==> config.mk <==
export PLATFORM = sky130hd
export DESIGN_NAME = shift_right_mc_flat
export DESIGN_NICKNAME = d
export VERILOG_FILES = /design/src/rtl/shift_right_mc_if.sv /design/src/rtl/shift_right_mc.sv /design/src/flat_wrapper.sv
export SDC_FILE = /design/constraint.sdc
export NUM_CORES = 1
export LEC_CHECK = 0
export CORE_MARGIN = 2
export CORE_UTILIZATION = 40
export DETAILED_ROUTE_END_ITERATION = 8
export HOLD_SLACK_MARGIN = 0.1
export SLEW_MARGIN = 10
export SYNTH_ARGS = -nofsm -noshare
export SYNTH_HDL_FRONTEND = slang
export SYNTH_SLANG_ARGS = --single-unit
==> constraint.sdc <==
create_clock -name clock -period 3 [get_ports clock]
set_clock_uncertainty 0.15 [all_clocks]
set_input_delay 0.3 -clock clock [delete_from_list [all_inputs] [get_ports clock]]
set_output_delay 0.3 -clock clock [all_outputs]
set_load 0.005 [all_outputs]
==> src/rtl/shift_right_mc_if.sv <==
// Request/response bundle for the multi-cycle barrel right shifter.
// The requester drives the operands and start; the shifter returns the
// registered result together with its busy/done status.
interface shift_right_mc_if;
    logic        start;
    logic [31:0] operandA;
    logic [4:0]  shamt;
    logic        arith;
    logic [31:0] result;
    logic        busy;
    logic        done;

    modport master (
        output start,
        output operandA,
        output shamt,
        output arith,
        input  result,
        input  busy,
        input  done
    );

    modport slave (
        input  start,
        input  operandA,
        input  shamt,
        input  arith,
        output result,
        output busy,
        output done
    );
endinterface

==> src/rtl/shift_right_mc.sv <==
// Multi-cycle 32-bit right shifter (logical or arithmetic).
// A request is captured, then walked through five log stages (16, 8, 4, 2, 1),
// one per cycle, so every shift takes the same time regardless of the amount.
// The final value is written to result on the last stage edge and flagged by a
// one-cycle done pulse; a new request can be accepted in that same done cycle.
module shift_right_mc (
    input  logic             clock,
    input  logic             reset,
    shift_right_mc_if.slave  bus
);

    typedef enum logic [1:0] {
        IDLE  = 2'd0,
        SHIFT = 2'd1,
        DONE  = 2'd2
    } state_t;

    state_t      state_q,  state_d;
    logic [2:0]  stage_q,  stage_d;
    logic [31:0] data_q,   data_d;
    logic [4:0]  shamt_q,  shamt_d;
    logic        arith_q,  arith_d;
    logic [31:0] result_q, result_d;
    logic        busy_q,   busy_d;
    logic        done_q,   done_d;

    logic [4:0]  step_amt;
    logic        step_en;
    logic        fill_bit;
    logic [31:0] shifted;

    // One log stage: shift by the stage's power of two when the matching
    // shamt bit is set. For arithmetic shifts data_q[31] still holds the
    // original sign bit, because every earlier stage filled with that sign.
    always_comb begin
        step_amt = 5'd1;
        step_en  = 1'b0;
        case (stage_q)
            3'd0: begin step_amt = 5'd16; step_en = shamt_q[4]; end
            3'd1: begin step_amt = 5'd8;  step_en = shamt_q[3]; end
            3'd2: begin step_amt = 5'd4;  step_en = shamt_q[2]; end
            3'd3: begin step_amt = 5'd2;  step_en = shamt_q[1]; end
            default: begin step_amt = 5'd1; step_en = shamt_q[0]; end
        endcase
        fill_bit = arith_q & data_q[31];
        if (step_en) begin
            shifted = (data_q >> step_amt)
                    | (fill_bit ? ~(32'hFFFF_FFFF >> step_amt) : 32'h0000_0000);
        end else begin
            shifted = data_q;
        end
    end

    // Next-state logic: capture in IDLE/DONE, walk five stages in SHIFT,
    // publish the result on the final stage. busy/done are derived from the
    // next state so that they come straight out of flops.
    always_comb begin
        state_d  = state_q;
        stage_d  = stage_q;
        data_d   = data_q;
        shamt_d  = shamt_q;
        arith_d  = arith_q;
        result_d = result_q;
        case (state_q)
            IDLE, DONE: begin
                if (bus.start) begin
                    data_d  = bus.operandA;
                    shamt_d = bus.shamt;
                    arith_d = bus.arith;
                    stage_d = 3'd0;
                    state_d = SHIFT;
                end else begin
                    state_d = IDLE;
                end
            end
            SHIFT: begin
                data_d = shifted;
                if (stage_q == 3'd4) begin
                    result_d = shifted;
                    state_d  = DONE;
                end else begin
                    stage_d = stage_q + 3'd1;
                end
            end
            default: begin
                state_d = IDLE;
            end
        endcase
        busy_d = (state_d == SHIFT);
        done_d = (state_d == DONE);
    end

    // All state registers; reset clears everything and abandons any shift
    // in flight without touching result beyond clearing it.
    always_ff @(posedge clock) begin
        if (reset) begin
            state_q  <= IDLE;
            stage_q  <= 3'd0;
            data_q   <= 32'h0000_0000;
            shamt_q  <= 5'd0;
            arith_q  <= 1'b0;
            result_q <= 32'h0000_0000;
            busy_q   <= 1'b0;
            done_q   <= 1'b0;
        end else begin
            state_q  <= state_d;
            stage_q  <= stage_d;
            data_q   <= data_d;
            shamt_q  <= shamt_d;
            arith_q  <= arith_d;
            result_q <= result_d;
            busy_q   <= busy_d;
            done_q   <= done_d;
        end
    end

    assign bus.result = result_q;
    assign bus.busy   = busy_q;
    assign bus.done   = done_q;

endmodule

==> src/flat_wrapper.sv <==
// flat-port wrapper written by rule: the top's interface ports become plain ports
module shift_right_mc_flat 
  (clock, reset, bus_start, bus_operandA, bus_shamt, bus_arith, bus_result, bus_busy, bus_done);
  shift_right_mc_if bus_i ();
  input  logic clock;
  input  logic reset;
  input wire logic [$bits(bus_i.start)-1:0] bus_start;
  input wire logic [$bits(bus_i.operandA)-1:0] bus_operandA;
  input wire logic [$bits(bus_i.shamt)-1:0] bus_shamt;
  input wire logic [$bits(bus_i.arith)-1:0] bus_arith;
  output wire logic [$bits(bus_i.result)-1:0] bus_result;
  output wire logic [$bits(bus_i.busy)-1:0] bus_busy;
  output wire logic [$bits(bus_i.done)-1:0] bus_done;
  assign bus_i.start = bus_start;
  assign bus_i.operandA = bus_operandA;
  assign bus_i.shamt = bus_shamt;
  assign bus_i.arith = bus_arith;
  assign bus_result = bus_i.result;
  assign bus_busy = bus_i.busy;
  assign bus_done = bus_i.done;
  shift_right_mc u_core (.clock(clock), .reset(reset), .bus(bus_i));
endmodule
## Word level (Yosys, flattened, before mapping)

Cells that the tools add are included.

- Word-level logic and storage cells: 44
- Register bits: 77
- Bits of input ports: 41
- Output and inout port bits: 34

- Equal/unequal tests: 10
- Add/sub/neg operators: 1
- Bitwise operators: 3
- Reductions and logical operators: 8
- Shift operators: 2
- Mux-type cells: 12

Operators by type and width:

| cell | number |
|---|---|
| 32-bit two-way mux | 3 |
| 32-bit one-hot mux with 2 select lines | 1 |
| 32-bit inverter | 1 |
| 32-bit OR | 1 |
| 32-bit by 5-bit >> shifter with 32-bit output | 1 |
| 32-bit by 5-bit >> shifter with 32-bit output, first input constant | 1 |
| 5-bit one-hot mux with 4 select lines | 1 |
| 3-bit by 2-bit equality test with 1-bit output, second input constant | 2 |
| 3-bit two-way mux | 2 |
| 3-bit one-hot mux with 2 select lines | 1 |
| 2-bit AND reduction | 3 |
| 2-bit by 1-bit equality test with 1-bit output, second input constant | 2 |
| 2-bit equality test, second input constant | 2 |
| 2-bit != test, second input constant | 2 |
| 1-bit one-hot mux with 4 select lines | 1 |
| 2-bit one-hot mux with 2 select lines | 1 |
| 3-bit by 1-bit adder with 3-bit output, second input constant | 1 |
| 3-bit by 1-bit equality test with 1-bit output, second input constant | 1 |
| 3-bit equality test, second input constant | 1 |
| 3-bit logical NOT | 1 |
| 3-bit AND reduction | 1 |
| 2-bit logical NOT | 1 |
| 2-bit two-way mux | 1 |
| 2-bit nonzero test | 1 |
| 3 further kinds | 3 |

## Logic depth before layout (Yosys ltp)

- Depth in word-level cells: 8
- Depth in mapped cells: 13
- Depth with buffers taken out: 8

## Worst setup path before layout

No wires, ideal clock.

- Kind: register to register
- Start point: register u_core.stage_q[2]
- End point: register u_core.data_q[3]
- Cell stages (with the launch flop): 12
- Path buffers: 3
- Arrival time: 2584 ps
- Data required time: 2715 ps
- Path slack: 131 ps
- Library setup time: 135 ps
- Clock period less this slack: 2869 ps
- Cell sequence: dfxtp_1 -> buf_2 -> inv_1 -> clkbuf_1 -> ha_1 -> or4_1 -> buf_4 -> o211ai_2 -> o211ai_1 -> or4_1 -> o211ai_1 -> o211ai_1

- Word-level cells in the longest chain between the ends: 8
- Elaborated cells between the ends (all ways): 13
- Classes of those cells: eq/ne (3); shift (2); mux (5); bitwise (2); reduce/logical (1)

Ends and longest elaborated chain:

| element | RTL line | source |
|---|---|---|
| start: declaration | shift_right_mc.sv:19 | `logic [2:0] stage_q, stage_d;` |
| start signal: assignment | shift_right_mc.sv:107 | `stage_q <= stage_d;` |
| 3-bit by 2-bit equality test with 1-bit output (tied with other cells) | shift_right_mc.sv:38 | `case (stage_q)` |
| 5-bit one-hot mux with 4 select lines | shift_right_mc.sv:38 |  |
| 32-bit by 5-bit >> shifter with 32-bit output | shift_right_mc.sv:48 | `\| (fill_bit ? ~(32'hFFFF_FFFF >> step_amt) : 32'h0000_0000);` |
| 32-bit inverter | shift_right_mc.sv:48 |  |
| 32-bit two-way mux | shift_right_mc.sv:48 |  |
| 32-bit OR | shift_right_mc.sv:48 |  |
| 32-bit two-way mux (*) | shift_right_mc.sv:46 | `if (step_en) begin` |
| 32-bit one-hot mux with 2 select lines (*) | shift_right_mc.sv:64 | `case (state_q)` |
| end signal: assignment | shift_right_mc.sv:108 | `data_q <= data_d;` |
| end: declaration | shift_right_mc.sv:20 | `logic [31:0] data_q, data_d;` |

Mark *: on every way between the ends. The rest lies on a longest branch, timed or not.
A chain may end at the register's enable or synchronous reset.

## Worst setup path after layout

- Start point: register u_core.stage_q[0]
- End point: register u_core.result_q[7] (netlist: u_core.bus.result[7])

- Word-level cells in the longest chain between the ends: 7
- Elaborated cells between the ends (all ways): 14
- Classes of those cells: eq/ne (4); shift (2); mux (4); bitwise (2); reduce/logical (2)

Ends and longest elaborated chain:

| element | RTL line | source |
|---|---|---|
| 3-bit by 2-bit equality test with 1-bit output (tied with other cells) | shift_right_mc.sv:38 |  |
| 5-bit one-hot mux with 4 select lines | shift_right_mc.sv:38 |  |
| 32-bit by 5-bit >> shifter with 32-bit output | shift_right_mc.sv:48 |  |
| 32-bit inverter | shift_right_mc.sv:48 |  |
| 32-bit two-way mux | shift_right_mc.sv:48 |  |
| 32-bit OR | shift_right_mc.sv:48 |  |
| 32-bit two-way mux | shift_right_mc.sv:46 |  |
| end signal: assignment | shift_right_mc.sv:111 | `result_q <= result_d;` |
| end: declaration | shift_right_mc.sv:23 | `logic [31:0] result_q, result_d;` |

Several ways; a longest one is shown, not always the timed one.

==> results.sh <==
export IMPL_outcome="finished, final reports clean"
export IMPL_ys_seq_area_frac=0.287
export IMPL_setup_viol=0
export IMPL_synth_edf_count=0
export IMPL_cp_start_kind="register"
export IMPL_clk_path_buf_depth=2
export IMPL_cts_sinks=77
export IMPL_finalInstanceArea_mm2=0.00753
export IMPL_syn_inst=709
export IMPL_slew_headroom=0.401
export IMPL_synth_top_area_cell="dfxtp_1"
export IMPL_die_h_um=120
export IMPL_yosysMostFrequentCell="dfxtp_1"
export IMPL_critPathBufInv=3
export IMPL_ant_nets=0
export IMPL_ioPinCount=75
export IMPL_coreArea_mm2=0.0132
export IMPL_r2r_slack_ns=0.02
export IMPL_path_depth=10
export IMPL_numCtsBuffers=9
export IMPL_finalMaxSlewViolations=0
export IMPL_ir_worst_vdd_mv=0.306
export IMPL_fin_nets=908
export IMPL_yosys_top_cells_area="dfxtp_1 29%, o21ai_0 5.9%, a21oi_1 5.5%"
export IMPL_wirelength_um=30000
export IMPL_synth_net_count=755
export IMPL_synthDistinctLibCells=84
export IMPL_leakagePower_nw=2.71
export IMPL_min_period_ns=2.98
export IMPL_required_ns=3.08
export IMPL_worstPathCellList="ha_1, ha_4, or4_4, buf_4, a21oi_2, nor2_2, buf_4, buf_12, o21ai_0, o21ai_0"
export IMPL_area_growth_pct=40.1
export IMPL_die_area_mm2=0.0144
export IMPL_hpwl_um=22400
export IMPL_drive_gt1_frac=0.231
export IMPL_slowest_delay_ns=0.56
export IMPL_place_area_mm2=0.00708
export IMPL_yosysTopAreaCellShare=0.287
export IMPL_cts_htree_levels=3
export IMPL_powerDensity_mw_per_mm2=462
export IMPL_worstSetupEndpointType="register"
export IMPL_initial_core_util=0.408
export IMPL_synthArstFlopShare=0
export IMPL_worstRegToRegCells=10
export IMPL_dr_pass1_iters=6
export IMPL_route_detailed_drc=0
export IMPL_arrival_ns=3.06
export IMPL_grt_max_degree=55
export IMPL_cts_root_buf="clkbuf_16"
export IMPL_worst_r2r_endpoint="u_core.bus.result[7]$_SDFFE_PP0P_"
export IMPL_tightest_slew_ns=0.885
export IMPL_drt_initial_drc_count=1118
export IMPL_gp_congestion=1.12
export IMPL_num_vias=7263
export IMPL_fmax_ghz=0.335
export IMPL_power_w=0.00348
export IMPL_startpoint="u_core.stage_q[0]$_SDFFE_PP0P_"
export IMPL_gr_total_overflow=0
export IMPL_netlist_top_cells_count="77 x dfxtp_1, 68 x nand2_1, 63 x o21ai_0"
export IMPL_max_cap_viol_count=0
export IMPL_antennaDiodeCount=0
export IMPL_ys_seq_elements=77
export IMPL_wl_per_cell_um=28.8
export IMPL_timing_final_crit_share=0.994
export IMPL_globalRouteTotalUtil=0.416
export IMPL_postSynthAreaPerCell_um2=7.58
export IMPL_hold_path_class="input pin to register"
export IMPL_crit_slowest_cell="or4_4"
export IMPL_die_w_um=120
export IMPL_grt_pass1_wl_um=44400
export IMPL_clk_pin_slew_ns=0.06
export IMPL_rows=42
export IMPL_cts_tree="yes"
export IMPL_clk_latency_ns=0.36
export IMPL_synth_main_ff_cell="dfxtp_1"
export IMPL_antenna_found_initial=0
export IMPL_cp_max_fo=12
export IMPL_r2r_start="u_core.stage_q[0]$_SDFFE_PP0P_"
export IMPL_viasPerCell=6.97
export IMPL_io_buffers=74
export IMPL_cp_endpoint="u_core.bus.result[7]$_SDFFE_PP0P_"
export IMPL_grt_pass1_vias=7086
export IMPL_critPathKind="register to register"
export IMPL_netlist_area_mm2=0.00538
export IMPL_yosysWarnings=0
export IMPL_hold_buffers=0
export IMPL_final_hold_viol_count=0
export IMPL_path_delay_family="compound AO/OA/AOI/OAI gates"
## cells in the final DEF, fill, tap and decap left out, types with 6 or more instances in the layout
| master | n |
|---|---|
| buf_4 | 124 |
| dfxtp_1 | 75 |
| clkdlybuf4s50_1 | 73 |
| nand2_1 | 67 |
| o21ai_0 | 62 |
| a21oi_1 | 58 |
| nor2_1 | 51 |
| a22oi_1 | 23 |
| nand3_1 | 20 |
| nor3_1 | 20 |
| o22ai_1 | 20 |
| o211ai_1 | 18 |
| mux2i_1 | 11 |
| inv_1 | 10 |
| a221oi_1 | 10 |
| o221ai_1 | 10 |
| clkbuf_16 | 10 |
| a211oi_1 | 9 |
| a32o_1 | 8 |
| o32ai_1 | 8 |
| nor2b_1 | 7 |
| a31oi_1 | 7 |
| a32oi_1 | 7 |
| nand2b_1 | 7 |
| a21boi_0 | 6 |
## through the flow
| stage | utilization | hold WS (ns) | setup slack, ns | std cells | setup TNS, ns |
|---|---|---|---|---|---|
| after global routing | 0.571 | 0.329 | -0.0376 | 1042 | -0.0869 |
| final | 0.571 | 0.280 | 0.0183 | 1042 | 0 |
| after CTS | 0.562 | 0.271 | -0.000556 | 1040 | -0.000556 |
| after detailed placement | 0.537 | 0.297 | -0.217 | 1025 | -0.349 |
| after global placement | 0.537 | 0.292 | -0.200 | 1025 | -0.318 |
| after floorplan | - | 0.286 | 0.131 | 709 | 0 |
## how the worst min path moves through the flow
| stage | cells past startpoint | slack (ns) | startpoint | endpoint |
|---|---|---|---|---|
| global route | 2 | 0.33 | u_core.bus.result[5]$_SDFFE_PP0P_ | u_core.bus.result[5]$_SDFFE_PP0P_ |
| global placement | 2 | 0.29 | u_core.bus.result[31]$_SDFFE_PP0P_ | u_core.bus.result[31]$_SDFFE_PP0P_ |
| detailed placement | 2 | 0.30 | u_core.bus.result[31]$_SDFFE_PP0P_ | u_core.bus.result[31]$_SDFFE_PP0P_ |
| floorplan | 2 | 0.29 | u_core.shamt_q[4]$_SDFFE_PP0P_ | u_core.shamt_q[4]$_SDFFE_PP0P_ |
| CTS | 4 | 0.27 | reset | u_core.data_q[18]$_SDFFE_PP0P_ |
| finish | 4 | 0.28 | reset | u_core.data_q[18]$_SDFFE_PP0P_ |
## cell type report
type | instances | area (µm²)
clock inverters | 6 | 62.6
inverters | 11 | 42.5
multi-input cells | 558 | 3630
well taps | 176 | 220
repair buffers | 205 | 1810
clock buffers | 9 | 225
fillers | 1249 | 5660
flip-flops and latches | 77 | 1540
## kinds of logic (layout without fill, tap and decap cells)
logic type                 count (synthesis)  in the layout  synth area share
muxes                                     17             17            0.0351
DFF                                       77             77             0.287
and+or+nand+nor                          228            228             0.209
AOI/OAI and AO/OA                        308            308             0.396
adders and majority gates                  5              5            0.0116
buffers and inverters                     74            231            0.0621
## per-layer routing
layer,global-route usage,wire length (µm),vias up,part of all wire
met5,0,0,-,0
li1,-,-,3056,-
met2,0.626,12700,591,0.42
met4,0.288,2690,0,0.090
met1,0.516,11200,3421,0.37
met3,0.109,3380,195,0.11
## repair_timing
item / CTS / global route
pin swaps: 0 / 2
buffers inserted: 0 / 1
endpoints found under the setup margin: 14 / 42
gates resized for setup: 11 / 21
cloned: 0 / 1
## where the power goes
group          leakage (nW)  switching, W  internal [W]
registers             0.629      0.000106       0.00108
clock network         0.145      0.000485      0.000640
logic                  1.94      0.000693      0.000477
total                  2.71       0.00129       0.00219
## state kept, by name (all words and copies together) (netlist names)
name / flops
u_core.bus.busy: 1
u_core.state_q: 2
u_core.stage_q: 3
u_core.shamt_q: 5
u_core.bus.result: 32
u_core.arith_q: 1
u_core.data_q: 32
u_core.bus.done: 1
## worst register-to-register path, stage by stage (launching register included)
cell,delay [ns]
dfxtp_2,0.34
ha_1,0.23
ha_4,0.19
or4_4,0.57
buf_4,0.19
a21oi_2,0.25
nor2_2,0.10
buf_4,0.19
buf_12,0.15
o21ai_0,0.37
o21ai_0,0.12
Note: power is estimated with default switching activity, not from simulation.
